### src/rtl/mc_pkg.sv
// Shared encodings for the multicycle MIPS controller: FSM states, opcodes,
// funct fields, ALU control codes, decoder selectors and fault codes.
package mc_pkg;

   typedef enum logic [3:0] {
      S_FETCH   = 4'd0,
      S_DECODE  = 4'd1,
      S_MEMADR  = 4'd2,
      S_MEMRD   = 4'd3,
      S_MEMWB   = 4'd4,
      S_MEMWR   = 4'd5,
      S_EXECUTE = 4'd6,
      S_ALUWB   = 4'd7,
      S_BRANCH  = 4'd8,
      S_IEXEC   = 4'd9,
      S_IWB     = 4'd10,
      S_JUMP    = 4'd11,
      S_JAL     = 4'd12,
      S_FAULT   = 4'd13
   } mc_state_t;

   localparam logic [5:0] OP_RTYPE = 6'b000000;
   localparam logic [5:0] OP_J     = 6'b000010;
   localparam logic [5:0] OP_JAL   = 6'b000011;
   localparam logic [5:0] OP_BEQ   = 6'b000100;
   localparam logic [5:0] OP_BNE   = 6'b000101;
   localparam logic [5:0] OP_ADDI  = 6'b001000;
   localparam logic [5:0] OP_ORI   = 6'b001101;
   localparam logic [5:0] OP_XORI  = 6'b001110;
   localparam logic [5:0] OP_LW    = 6'b100011;
   localparam logic [5:0] OP_LBU   = 6'b100100;
   localparam logic [5:0] OP_SW    = 6'b101011;

   localparam logic [5:0] FN_SRLV  = 6'b000110;
   localparam logic [5:0] FN_ADD   = 6'b100000;
   localparam logic [5:0] FN_SUB   = 6'b100010;
   localparam logic [5:0] FN_AND   = 6'b100100;
   localparam logic [5:0] FN_OR    = 6'b100101;
   localparam logic [5:0] FN_XOR   = 6'b100110;
   localparam logic [5:0] FN_SLT   = 6'b101010;

   localparam logic [3:0] ALU_AND  = 4'b0000;
   localparam logic [3:0] ALU_OR   = 4'b0001;
   localparam logic [3:0] ALU_ADD  = 4'b0010;
   localparam logic [3:0] ALU_XOR  = 4'b0011;
   localparam logic [3:0] ALU_SRLV = 4'b0100;
   localparam logic [3:0] ALU_SUB  = 4'b1010;
   localparam logic [3:0] ALU_SLT  = 4'b1011;

   localparam logic [2:0] AOP_ADD   = 3'd0;
   localparam logic [2:0] AOP_SUB   = 3'd1;
   localparam logic [2:0] AOP_FUNCT = 3'd2;
   localparam logic [2:0] AOP_OR    = 3'd3;
   localparam logic [2:0] AOP_XOR   = 3'd4;

   localparam logic [1:0] FAULT_NONE    = 2'b00;
   localparam logic [1:0] FAULT_ILLEGAL = 2'b01;
   localparam logic [1:0] FAULT_TMO     = 2'b10;

endpackage

### src/rtl/mc_aludec.sv
// ALU decoder: maps the FSM's aluop selector (and funct for R-type) to alucontrol.
// illegal_funct depends only on funct so DECODE can use it while aluop selects add.
module mc_aludec
   import mc_pkg::*;
(
   input  logic [2:0] aluop,
   input  logic [5:0] funct,
   output logic [3:0] alucontrol,
   output logic       illegal_funct
);

   logic [3:0] fn_ctrl;

   always_comb begin
      fn_ctrl       = ALU_ADD;
      illegal_funct = 1'b0;
      case (funct)
         FN_ADD:  fn_ctrl = ALU_ADD;
         FN_SUB:  fn_ctrl = ALU_SUB;
         FN_AND:  fn_ctrl = ALU_AND;
         FN_OR:   fn_ctrl = ALU_OR;
         FN_XOR:  fn_ctrl = ALU_XOR;
         FN_SLT:  fn_ctrl = ALU_SLT;
         FN_SRLV: fn_ctrl = ALU_SRLV;
         default: illegal_funct = 1'b1;
      endcase
   end

   always_comb begin
      case (aluop)
         AOP_SUB:   alucontrol = ALU_SUB;
         AOP_FUNCT: alucontrol = fn_ctrl;
         AOP_OR:    alucontrol = ALU_OR;
         AOP_XOR:   alucontrol = ALU_XOR;
         default:   alucontrol = ALU_ADD;
      endcase
   end

endmodule

### src/rtl/mc_controller.sv
// Multicycle MIPS control unit: main FSM with memory wait/timeout, sticky fault,
// retired-instruction counter and combinational control decode from the state.
module mc_controller
   import mc_pkg::*;
#(
   parameter int unsigned RETIRE_W = 32,
   parameter int unsigned TMO_W    = 8,
   parameter int unsigned TMO_MAX  = 200
) (
   input  logic                clk,
   input  logic                reset,
   input  logic [5:0]          op,
   input  logic [5:0]          funct,
   input  logic                zero,
   input  logic                mem_ready,
   output logic                mem_req,
   output logic                pcen,
   output logic                memwrite,
   output logic                irwrite,
   output logic                regwrite,
   output logic                alusrca,
   output logic                iord,
   output logic [1:0]          regdst,
   output logic [1:0]          memtoreg,
   output logic [2:0]          alusrcb,
   output logic [1:0]          pcsrc,
   output logic [3:0]          alucontrol,
   output logic                lbu,
   output logic [1:0]          fault,
   output logic [RETIRE_W-1:0] retired,
   output mc_state_t           dbg_state
);

   localparam logic [TMO_W-1:0]    TMO_LAST = TMO_W'(TMO_MAX - 1);
   localparam logic [TMO_W-1:0]    WAIT_ONE = {{(TMO_W-1){1'b0}}, 1'b1};
   localparam logic [RETIRE_W-1:0] RET_ONE  = {{(RETIRE_W-1){1'b0}}, 1'b1};

   mc_state_t        state;
   logic [TMO_W-1:0] wait_cnt;
   logic [2:0]       aluop;
   logic             pcwrite, branch, bne, illegal_funct;
   logic             rdy, waiting, retire_evt;

   // Memory handshake: mem_req is held high for the whole access; the access
   // completes in the cycle mem_ready is high. A sampled reset cancels it.
   assign rdy     = mem_ready & reset;
   assign waiting = mem_req & ~mem_ready;

   mc_aludec u_aludec (
      .aluop         (aluop),
      .funct         (funct),
      .alucontrol    (alucontrol),
      .illegal_funct (illegal_funct)
   );

   always_comb begin
      mem_req  = 1'b0;
      pcwrite  = 1'b0;
      memwrite = 1'b0;
      irwrite  = 1'b0;
      regwrite = 1'b0;
      alusrca  = 1'b0;
      iord     = 1'b0;
      regdst   = 2'b00;
      memtoreg = 2'b00;
      alusrcb  = 3'b000;
      pcsrc    = 2'b00;
      aluop    = AOP_ADD;
      lbu      = 1'b0;
      branch   = 1'b0;
      bne      = 1'b0;
      case (state)
         S_FETCH: begin
            mem_req = 1'b1;
            alusrcb = 3'b001;
            pcwrite = rdy;
            irwrite = rdy;
         end
         S_DECODE:  alusrcb = 3'b011;
         S_MEMADR: begin
            alusrca = 1'b1;
            alusrcb = 3'b010;
         end
         S_MEMRD: begin
            mem_req = 1'b1;
            iord    = 1'b1;
         end
         S_MEMWR: begin
            mem_req  = 1'b1;
            iord     = 1'b1;
            memwrite = 1'b1;
         end
         S_MEMWB: begin
            regwrite = 1'b1;
            memtoreg = 2'b01;
            lbu      = (op == OP_LBU);
         end
         S_EXECUTE: begin
            alusrca = 1'b1;
            aluop   = AOP_FUNCT;
         end
         S_ALUWB: begin
            regwrite = 1'b1;
            regdst   = 2'b01;
         end
         S_BRANCH: begin
            alusrca = 1'b1;
            aluop   = AOP_SUB;
            pcsrc   = 2'b01;
            branch  = (op == OP_BEQ);
            bne     = (op == OP_BNE);
         end
         S_IEXEC: begin
            alusrca = 1'b1;
            case (op)
               OP_ORI: begin
                  alusrcb = 3'b100;
                  aluop   = AOP_OR;
               end
               OP_XORI: begin
                  alusrcb = 3'b100;
                  aluop   = AOP_XOR;
               end
               default: alusrcb = 3'b010;
            endcase
         end
         S_IWB:     regwrite = 1'b1;
         S_JUMP: begin
            pcwrite = 1'b1;
            pcsrc   = 2'b10;
         end
         S_JAL: begin
            pcwrite  = 1'b1;
            pcsrc    = 2'b10;
            regwrite = 1'b1;
            regdst   = 2'b10;
            memtoreg = 2'b10;
         end
         default: ;
      endcase
   end

   assign pcen      = pcwrite | (branch & zero) | (bne & ~zero);
   assign dbg_state = state;

   always_comb begin
      case (state)
         S_MEMWB, S_ALUWB, S_BRANCH, S_IWB, S_JUMP, S_JAL: retire_evt = 1'b1;
         S_MEMWR: retire_evt = mem_ready;
         default: retire_evt = 1'b0;
      endcase
   end

   always_ff @(posedge clk) begin
      if (!reset) begin
         state    <= S_FETCH;
         wait_cnt <= '0;
         fault    <= FAULT_NONE;
         retired  <= '0;
      end else begin
         // A waiting cycle never changes state, so clearing on any non-waiting cycle
         // is the same as clearing on every state change.
         wait_cnt <= waiting ? wait_cnt + WAIT_ONE : '0;
         if (retire_evt)
            retired <= retired + RET_ONE;
         if (waiting && wait_cnt == TMO_LAST) begin
            state    <= S_FAULT;
            fault    <= FAULT_TMO;
            wait_cnt <= '0;
         end else begin
            case (state)
               S_FETCH:  if (mem_ready) state <= S_DECODE;
               S_DECODE: begin
                  case (op)
                     OP_LW, OP_SW, OP_LBU:    state <= S_MEMADR;
                     OP_BEQ, OP_BNE:          state <= S_BRANCH;
                     OP_ADDI, OP_ORI, OP_XORI: state <= S_IEXEC;
                     OP_J:                    state <= S_JUMP;
                     OP_JAL:                  state <= S_JAL;
                     OP_RTYPE: begin
                        if (illegal_funct) begin
                           state <= S_FAULT;
                           fault <= FAULT_ILLEGAL;
                        end else begin
                           state <= S_EXECUTE;
                        end
                     end
                     default: begin
                        state <= S_FAULT;
                        fault <= FAULT_ILLEGAL;
                     end
                  endcase
               end
               S_MEMADR:  state <= (op == OP_SW) ? S_MEMWR : S_MEMRD;
               S_MEMRD:   if (mem_ready) state <= S_MEMWB;
               S_MEMWR:   if (mem_ready) state <= S_FETCH;
               S_EXECUTE: state <= S_ALUWB;
               S_IEXEC:   state <= S_IWB;
               S_MEMWB, S_ALUWB, S_BRANCH, S_IWB, S_JUMP, S_JAL: state <= S_FETCH;
               default:   state <= state;
            endcase
         end
      end
   end

endmodule

### config.mk
export PLATFORM = sky130hd
export DESIGN_NAME = mc_controller
export DESIGN_NICKNAME = d
export VERILOG_FILES = /design/src/rtl/mc_pkg.sv /design/src/rtl/mc_aludec.sv /design/src/rtl/mc_controller.sv
export SDC_FILE = /design/constraint.sdc
export NUM_CORES = 1
export LEC_CHECK = 0
export CAP_MARGIN = 20
export CORE_MARGIN = 4
export CORE_UTILIZATION = 30
export CTS_BUF_LIST = sky130_fd_sc_hd__clkbuf_4 sky130_fd_sc_hd__clkbuf_8 sky130_fd_sc_hd__clkbuf_16
export DETAILED_ROUTE_END_ITERATION = 16
export PLACE_DENSITY_LB_ADDON = 0.12
export REMOVE_ABC_BUFFERS = 1
export SYNTH_ARGS = -nofsm -noshare
export SYNTH_HDL_FRONTEND = slang
export SYNTH_SLANG_ARGS = --single-unit
### constraint.sdc
create_clock -name clk -period 1.97 [get_ports clk]
set_input_delay 0.197 -clock clk [delete_from_list [all_inputs] [get_ports clk]]
set_output_delay 0.197 -clock clk [all_outputs]
set_load 0.02 [all_outputs]
# Yosys cells after proc, flatten, opt, wreduce, memory -nomap -nowiden
# Index checks and enable logic that the tools add are counted.
# totals
mem_count,0
romBits,0
regBits,46
elab_cells,118
latchBits,0
mem_bits_rw,0
input_bits,16
out_inout_bits,59
# classes
mul,0
n_lt_le_gt_ge,0
n_bitwise,11
n_shift,0
eq_ne,43
add_sub_neg,2
n_reduce_logical,24
n_mux,32
div_mod_pow,0
# ops
op,n
$eq A6 B6 Y1 const B,9
$pmux W4 S6,2
$add A32 B1 Y32 const B,1
$pmux W4 S8,1
$eq A4 B4 Y1 const B,5
$mux W4,5
$eq A6 B3 Y1 const B,3
$eq A6 B4 Y1 const B,3
$eq A4 B3 Y1 const B,4
$pmux W2 S2,4
$pmux W4 S4,1
$eq A6 B2 Y1 const B,2
$ne A3 B3 Y1 const B,4
$pmux W3 S4,1
$reduce_or A3 Y1,4
$reduce_or A10 Y1,1
$reduce_or A2 Y1,5
$mux W1,9
$pmux W3 S3,1
$reduce_bool A9 Y1,1
$add A8 B1 Y8 const B,1
$eq A4 B2 Y1 const B,2
$eq A8 B8 Y1 const B,1
$ne A2 B2 Y1 const B,4
other kinds (22),38

# Depth between registers and ports, before layout
# Gate-level depths: netlist of run 1.
# depth
ltp_word,7
depth_mapped,7
ltp_nobuf,6

# Cells and area by module
# A second synthesis of run 1 with hierarchy kept.
# unflattened
hier_cells,379
area_unflattened_um2,2911.5
# modules_own_cells
module,area_each_um2,cells_each,n_inst
mc_controller,2751.4,353,1
mc_aludec,160.2,26,1

# Worst setup path after synthesis of run 1
# Ideal clock, no wire load.
# synth_timing
path_type,flip-flop to output port
start,"register state[3], in the netlist dbg_state[3]"
end,output alucontrol[0]
path_stages_with_launch,5
t_required_ns,1.773
n_path_buf,1
slack_ns,-0.068
arrival_time_ns,1.841
cell_sequence,dfxtp_1 -> clkbuf_1 -> nand2b_1 -> nor3_1 -> o21bai_1
# synth_via
elab_chain_cells,4
# synth_lines
element,line_no,source
"start, declared",mc_controller.sv:38,mc_state_t state;
"start signal, assigned",mc_controller.sv:194,S_MEMADR: state <= (op == OP_SW) ? S_MEMWR : S_MEMRD;
"start signal, assigned",mc_controller.sv:200,default: state <= state;
$eq A4 B4 Y1 / $eq A4 B3 Y1 (equally long branches),mc_controller.sv:72,case (state)
$pmux W3 S3 (*),mc_controller.sv:72,
"$eq A3 B3 Y1, or another cell as far along",mc_aludec.sv:30,case (aluop)
$pmux W4 S4 (*),mc_aludec.sv:30,
"end, declared",mc_controller.sv:27,"output logic [3:0] alucontrol,"
# Every way passes the cells marked *; elsewhere a longest branch is shown, timed or not.

# Final worst setup path of run 1
# layout_timing
start,input op[1]
end,output alucontrol[0]
# layout_via
elab_chain_cells,5
# layout_lines
element,line_no,source
"start, declared",mc_controller.sv:12,"input logic [5:0] op,"
$eq A6 B4 Y1,mc_controller.sv:115,case (op)
$pmux W3 S2 (*),mc_controller.sv:115,
$pmux W3 S3 (*),mc_controller.sv:72,
"$eq A3 B3 Y1, or another cell as far along",mc_aludec.sv:30,
$pmux W4 S4 (*),mc_aludec.sv:30,
# Marked as above.

==> results of run 1 <==
-- kinds of logic (layout without fill, tap and decap cells) --
kind of cell / after synthesis / after routing / synth area share, %
multiplexers: 6 / 6 / 2.188
buffers and inverters: 41 / 169 / 5.766
adder cells (fa/ha/maj): 2 / 2 / 0.8416
XOR/XNOR: 18 / 18 / 5.303
AO/OA/AOI/OAI: 98 / 98 / 23.40
AND/OR/NAND/NOR: 176 / 176 / 31.52
flip-flops: 46 / 46 / 30.98
-- through the flow --
stage	cell area (um2)	setup WS, ps
3_3_place_gp	4310	-431.5
4_1_cts	4404	-162.1
3_5_place_dp	4310	-458.3
2_1_floorplan	2858	-319.5
6_report	4498	50.60
5_1_grt	4498	-2.905
-- metal layers --
metal,vias to the layer above,track usage [%]
li1,1678,-
met1,1492,23.11
met2,45,24.69
met3,4,2.460
met4,0,2.435
met5,-,0
-- power by group --
group          leakage [nW]  switching (mW)  internal [mW]
registers             0.372          0.0200          0.952
clock network        0.0431           0.311          0.271
logic                  1.31           0.407          0.364
total                  1.73           0.738           1.59
-- worst min path at each step --
stage,end,slack (ps)
finish,wait_cnt[0]$_SDFF_PP0_,450
global route,wait_cnt[0]$_SDFF_PP0_,480
CTS,wait_cnt[0]$_SDFF_PP0_,450
detailed placement,wait_cnt[0]$_SDFF_PP0_,440
global placement,wait_cnt[0]$_SDFF_PP0_,430
floorplan,fault[1]$_SDFFE_PN0P_,310
-- cells in the mapped netlist, drive strengths merged (2+ instances only) --
master / instances / area share [%]
o21bai: 2 / 0.50
nand3: 14 / 2.7
o311ai: 12 / 3.5
o31ai: 7 / 1.8
mux2i: 5 / 1.7
o21a: 3 / 0.76
ha: 2 / 0.84
inv: 15 / 1.9
and3b: 2 / 0.59
nor3b: 4 / 1.0
xor2: 10 / 2.9
nand2: 32 / 4.0
nor2b: 7 / 1.5
a31oi: 2 / 0.42
or3: 7 / 1.5
a21oi: 18 / 3.3
or2: 2 / 0.42
buf: 10 / 1.9
nor4: 5 / 1.1
xnor2: 8 / 2.4
o41ai: 12 / 3.5
nor2: 41 / 5.2
nor3: 11 / 1.9
nand2b: 21 / 4.4
o22ai: 5 / 1.1
nand4: 9 / 2.1
o21ai: 18 / 3.0
clkbuf: 16 / 2.0
and3: 6 / 1.3
dfxtp: 46 / 31
a22oi: 3 / 0.76
or4: 7 / 1.8
and2: 2 / 0.42
-- sequential cells by signal (all words and copies together), names as in the netlist --
name	cells
dbg_state	4
fault	2
retired	32
wait_cnt	8
-- worst reg2reg max path: cells and delay by family (launching register included) --
kind                   cells  cell delay [ps]
multiplexers               1              340
AO/OA/AOI/OAI              2              290
flip-flops                 1              360
AND/OR/NAND/NOR            2              580
buffers and inverters      2              280
-- what timing repair did --
action,CTS,global route
endpoints found under the setup margin,24,39
buffers inserted,1,2
resized for setup,43,38
pin swaps,2,4
-- cell type report --
class / count / area share [%]
repair buffers: 148 / 28.62
inverters: 15 / 1.252
multi-input cells: 300 / 44.06
clock buffers: 6 / 1.836
well taps: 133 / 3.700
flip-flops and latches: 46 / 20.53
==> metrics, run 1 <==
outcome=complete, no violations; CTS max path bufs=2; critical-path cell list=clkdlybuf4s50_1, buf_6, xor2_1, nand4_1, nor3_2, o21bai_1, buf_4; initial core utilization=30.56%; DRC violations left=0; minimum clock period=1919 ps; setup total negative slack=0 ps; critical path buffer and inverter count=3; CP max stage delay=490 ps; Global Route Usage Sum=15.74%; Crit Path Class=in2out; die area=11570 um2; Min Hold Slack=445.4 ps; Slowest-stage cell, CP=clkdlybuf4s50_1; Worst setup SP type=primary input; Post-synth EDFFs=0; CP Depth=7; IO Port Bufs=74; clk root buf=clkbuf_8; fraction of registers with async set/reset=0%; aggregate global routing overflow=0; DR pass1 iterations=4; MaxCap Viol Count=0; # rows=36; largest net degree at the start of global routing=34; post-synthesis cell area=2973 um2; Post-synth top flop=dfxtp_1; Critical Path Sink Type=primary output; Gate Count Post-Synth=387; DPL Wire Length=6.814 mm; die height=107.5 um; Final ANT Viol Nets=0; Final nets=534; dpl cells=639; CP delay by family, top=buffers and inverters; DR iter-0 viols=120; worst r2r dst=retired[21]$_SDFFE_PN0P_; GPL Wtd Cong=0.8389; global-route wire length before repair=14.84 mm; critical path peak fanout=13; max frequency=521.0 MHz; vias per cell=4.968; sequential-to-total area share from yosys stat=30.98%; met3 wire length=271 um; RR Startpoint=dbg_state[1]$_SDFFE_PP0P_; Leak=1.728 nW; uppermost layer routed=met4; Worst Setup EP=alucontrol[0]; Worst Skew=5.419 ps; WL/cell=13.88 um; Final Setup Violations=0; syn_area_per_cell=7.682 um2; vias in the first global route=3005; register area=923.4 um2; M1 WL=4.503 mm; htree depth=2; multi-input logic area=1982 um2; setup slack, reg-to-reg=50 ps; Worst EP required=1770 ps; Least-Margin Pin Slew=389.2 ps; PD cells=517.0 nW/um2; Area Growth Syn to Fin=51.30%; Clock Latency Late Sink=290 ps; initial antenna violation count=0; # hold bufs at CTS=0; reg2reg path depth=7; VDD IR max=224.9 uV; layout cells sized above 1=23.30%; Vias=3219; Slew HR=73.86%; Yosys cell types=62; Fillers=990; most common cell after layout, fill and taps aside=buf_4; cts bufs inserted=5; leading cell types in the layout, fill and taps excluded=buf_4, clkdlybuf4s50_1, dfxtp_1, nor2_1, nand2_1; core footprint=9729 um2; RSZ-0062 raised after global routing=yes; IO Pins=75; Worst Hold Depth=1; final hold viol count=0; HP Start=wait_cnt[0]$_SDFF_PP0_; Finished Layout Cells=648; flops & latches, synth=46; met2 routed WL=4.176 mm; CP Data Arrival Time=1720 ps; die width=107.5 um; Pins Over Slew Limit=0; period utilisation layout=97.43%; antenna fix cells=0; Post-Route Utilization=46.23%; CTS clock-pin slew for the worst setup and hold paths=90 ps; CTS tree=yes; worst hold path type=reg2reg; total wire length=8.996 mm; Synth Warn #=0; clock sinks=46; Critical Path Source=op[1]; Power Total=2.326 mW
Power figures use the tool's default switching activity.
==> run 2: changes to the inputs <==
- TNS_END_PERCENT: not set -> 10
==> run 2 against run 1 <==
Wire length fell by 0.19%. Die area unchanged. Sequential share of layout area rose by 0.057 points. Critical endpoint is now alucontrol[3]. Highest routed layer unchanged.
==> metrics, run 2 (synthesis results as in run 1) <==
DR iter-0 viols=127; Worst Setup EP=alucontrol[3]; Leak=1.715 nW; worst hold path type=reg2reg; worst r2r dst=retired[21]$_SDFFE_PN0P_; max frequency=524.0 MHz; die height=107.5 um; total wire length=8.979 mm; setup total negative slack=0 ps; cts bufs inserted=5; initial core utilization=30.56%; VDD IR max=224.0 uV; Clock Latency Late Sink=290 ps; minimum clock period=1909 ps; Slew HR=74.11%; largest net degree at the start of global routing=34; # rows=36; layout cells sized above 1=23.20%; DRC violations left=0; outcome=complete, no violations; WL/cell=13.90 um; Post-Route Utilization=46.10%; Least-Margin Pin Slew=385.3 ps; Worst Skew=5.437 ps; Worst EP required=1770 ps; die width=107.5 um; Vias=3209; Global Route Usage Sum=15.64%; vias per cell=4.967; RR Startpoint=dbg_state[1]$_SDFFE_PP0P_; PD cells=519.1 nW/um2; max reg flops=32; clock sinks=46; IO Port Bufs=74; DR pass1 iterations=4; IO Pins=75; Worst Hold Depth=1; CTS max path bufs=2; critical path peak fanout=2; reg2reg path depth=7; htree depth=2; global-route wire length before repair=14.75 mm; Crit Path Class=reg2out; clk root buf=clkbuf_8; DPL Wire Length=6.814 mm; core footprint=9729 um2; Pins Over Slew Limit=0; Critical Path Sink Type=primary output; die area=11570 um2; Final Setup Violations=0; setup slack, reg-to-reg=70 ps; Critical Path Source=dbg_state[3]$_SDFFE_PN0P_; CP Data Arrival Time=1710 ps; # hold bufs at CTS=0; Final nets=532; antenna fix cells=0; RSZ-0062 raised after global routing=yes; Reg with most FFs=retired; Area Growth Syn to Fin=50.88%; most common cell after layout, fill and taps aside=buf_4; leading cell types in the layout, fill and taps excluded=buf_4, clkdlybuf4s50_1, dfxtp_1, nor2_1, nand2_1; Worst setup SP type=flip-flop; CTS tree=yes; final hold viol count=0; period utilisation layout=96.88%; aggregate global routing overflow=0; GPL Wtd Cong=0.8389; MaxCap Viol Count=0; CTS clock-pin slew for the worst setup and hold paths=90 ps; Final ANT Viol Nets=0; vias in the first global route=2987; initial antenna violation count=0
run 2: how the worst min path moves through the flow:
stage,start,endpoint,slack [ps]
after floorplan,reset,fault[1]$_SDFFE_PN0P_,310
after global placement,wait_cnt[0]$_SDFF_PP0_,wait_cnt[0]$_SDFF_PP0_,430
after detailed placement,wait_cnt[0]$_SDFF_PP0_,wait_cnt[0]$_SDFF_PP0_,440
after CTS,wait_cnt[0]$_SDFF_PP0_,wait_cnt[0]$_SDFF_PP0_,450
after global routing,wait_cnt[0]$_SDFF_PP0_,wait_cnt[0]$_SDFF_PP0_,480
final,wait_cnt[0]$_SDFF_PP0_,wait_cnt[0]$_SDFF_PP0_,450
run 2: what timing repair did:
item,4_1_cts,5_1_grt
resized for setup,42,31
setup endpoints to repair,24,36
setup buffers,0,1
pin swaps,2,4
run 2: report_power, final:
part	internal (mW)	switching, mW
Sequential	0.952	0.0200
Combinational	0.367	0.406
Clock	0.271	0.312
Total	1.59	0.738
run 2: routing by layer:
layer | routed length [um] | global-route usage, % | part of all wire (%) | vias to the layer above
met1 | 4579 | 23.11 | 51 | 1491
li1 | - | - | - | 1678
met3 | 223 | 2.460 | 2.5 | 4
met2 | 4131 | 24.33 | 46 | 36
met5 | 0 | 0 | 0 | -
met4 | 45 | 2.435 | 0.50 | 0
run 2: per-stage QoR:
stage / power, mW / hold WS [ps] / setup slack (ps) / std cells / area [um2]
2_1_floorplan: 1.348 / 305.6 / -319.5 / 361 / 2858
3_3_place_gp: 1.745 / 426.5 / -431.5 / 639 / 4310
3_5_place_dp: 1.746 / 439.4 / -458.3 / 639 / 4310
4_1_cts: 2.327 / 451.8 / -138.5 / 645 / 4400
5_1_grt: 2.461 / 482.9 / -66.80 / 646 / 4486
6_report: 2.328 / 445.4 / 61.47 / 646 / 4486
run 2: worst max-delay path, stage by stage (launching register included):
cell and delay, ps:
dfxtp_1 310, nand2b_1 170, nor3_2 220, nand2_1 100, o32ai_1 300, clkdlybuf4s15_2 310
run 2: layout make-up:
| cell class | instances | area (um2) |
|---|---|---|
| sequential | 46 | 923.4 |
| fill | 990 | 5244 |
| clock buffer | 6 | 82.58 |
| inverter | 15 | 56.30 |
| multi-input combinational | 300 | 1982 |
| tap | 133 | 166.4 |
| timing repair buffer | 146 | 1275 |
==> run 3: changes to the inputs <==
- PLACE_DENSITY: not set -> 0.6
- PLACE_DENSITY_LB_ADDON: 0.12 -> not set
==> run 3 against run 2 <==
Hold slack better by 2.7 ps. Register-to-register slack worse by 60 ps. Via count is 2.6% higher. Utilization is 0.46 points higher. Combinational power is 2% lower. Largest cell class unchanged. Highest routed layer unchanged.
==> metrics, run 3 (synthesis results as in run 1) <==
vias in the first global route=3172; Worst EP required=2210 ps; CTS tree=yes; largest net degree at the start of global routing=34; Final Setup Violations=0; die width=107.5 um; Place WS=-446.5 ps; setup total negative slack=0 ps; Area Growth Syn to Fin=52.40%; Setup WS post-layout=9.837 ps; IO Pins=75; Clock Latency Late Sink=300 ps; Power Total=2.447 mW; VDD IR max=254.6 uV; most common cell after layout, fill and taps aside=buf_4; vias per cell=5.074; CP Data Arrival Time=2200 ps; Global Route Usage Sum=15.72%; Least-Margin Pin Slew=458.0 ps; htree depth=2; Slew HR=69.38%; total wire length=9.219 mm; die height=107.5 um; Vias=3293; DRC violations left=0; WL/cell=14.20 um; clock sinks=46; Final ANT Viol Nets=0; minimum clock period=1960 ps; Crit Path Class=reg2reg; Worst setup SP type=flip-flop; Reg with most FFs=retired; max frequency=510.2 MHz; PD cells=540.2 nW/um2; critical path peak fanout=8; postcts setup bufs=0; DPL Wire Length=7.115 mm; Post-Route Utilization=46.57%; antenna fix cells=0; design area=4531 um2; initial core utilization=30.56%; DR iter-0 viols=156; IO Port Bufs=74; GPL Wtd Cong=0.8643; MaxCap Viol Count=0; Critical Path Sink Type=flip-flop; CTS clock-pin slew for the worst setup and hold paths=90 ps; Pins Over Slew Limit=0; max reg flops=32; Worst Skew=5.808 ps; worst hold path type=reg2reg; global-route wire length before repair=15.01 mm; # hold bufs at CTS=0; die area=11570 um2; # rows=36; RSZ-0062 raised after global routing=yes; cts bufs inserted=5; CTS max path bufs=2; leading cell types in the layout, fill and taps excluded=buf_4, clkdlybuf4s50_1, dfxtp_1, nor2_1, nand2_1; Leak=1.718 nW; Final nets=533; DR pass1 iterations=4; core footprint=9729 um2; outcome=complete, no violations; initial antenna violation count=0; final hold viol count=0; period utilisation layout=99.50%; area of placed instances=4338 um2; aggregate global routing overflow=0; clk root buf=clkbuf_8; layout cells sized above 1=23.45%
[run 3: worst max-delay path, stage by stage, from the launching register on]
cell and delay [ps]:
dfxtp_4 370, buf_4 140, mux2_4 330, a21oi_4 180
nand3_4 120, buf_6 170, buf_4 140, or3_1 300
a21oi_1 140
[run 3: routing by layer]
metal,GRT usage (%),part of all wire [%],up-vias
li1,-,-,1681
met1,20.41,46,1547
met2,26.69,50,51
met3,2.879,2.4,14
met4,4.238,2.2,0
met5,0,0,-
[run 3: cell type report]
class | count | area (um2)
multi-input combinational | 300 | 1996
timing repair buffer | 147 | 1274
inverter | 15 | 56.30
tap | 133 | 166.4
fill | 1009 | 5199
sequential | 46 | 924.6
clock buffer | 7 | 83.83
clock inverter | 1 | 30.03
[run 3: timing repair]
item	CTS	global route
gates resized for setup	44	36
endpoints found under the setup margin	40	42
endpoints found under the hold margin	0	0
pin swaps	1	6
[run 3: final timing paths]
check,from,cells after the start,endpoint,slack [ps]
worst min-delay path,wait_cnt[0]$_SDFF_PP0_,1,wait_cnt[0]$_SDFF_PP0_,450
worst max register to register,dbg_state[1]$_SDFFE_PP0P_,8,retired[23]$_SDFFE_PN0P_,10
worst min register to register,wait_cnt[0]$_SDFF_PP0_,1,wait_cnt[0]$_SDFF_PP0_,450
worst max-delay path,dbg_state[1]$_SDFFE_PP0P_,8,retired[23]$_SDFFE_PN0P_,10
[run 3: report_power, final]
part	leakage, nW	switching, mW	internal [mW]
Sequential	0.372	0.0195	0.951
Clock	0.0593	0.312	0.408
Combinational	1.29	0.407	0.351
Total	1.72	0.738	1.71
[run 3: stage by stage]
| stage | cells | hold slack, ps |
|---|---|---|
| after floorplan | 361 | 305.6 |
| after global placement | 641 | 425.8 |
| after detailed placement | 641 | 436.3 |
| after CTS | 649 | 449.6 |
| after global routing | 649 | 472.9 |
| final | 649 | 448.0 |
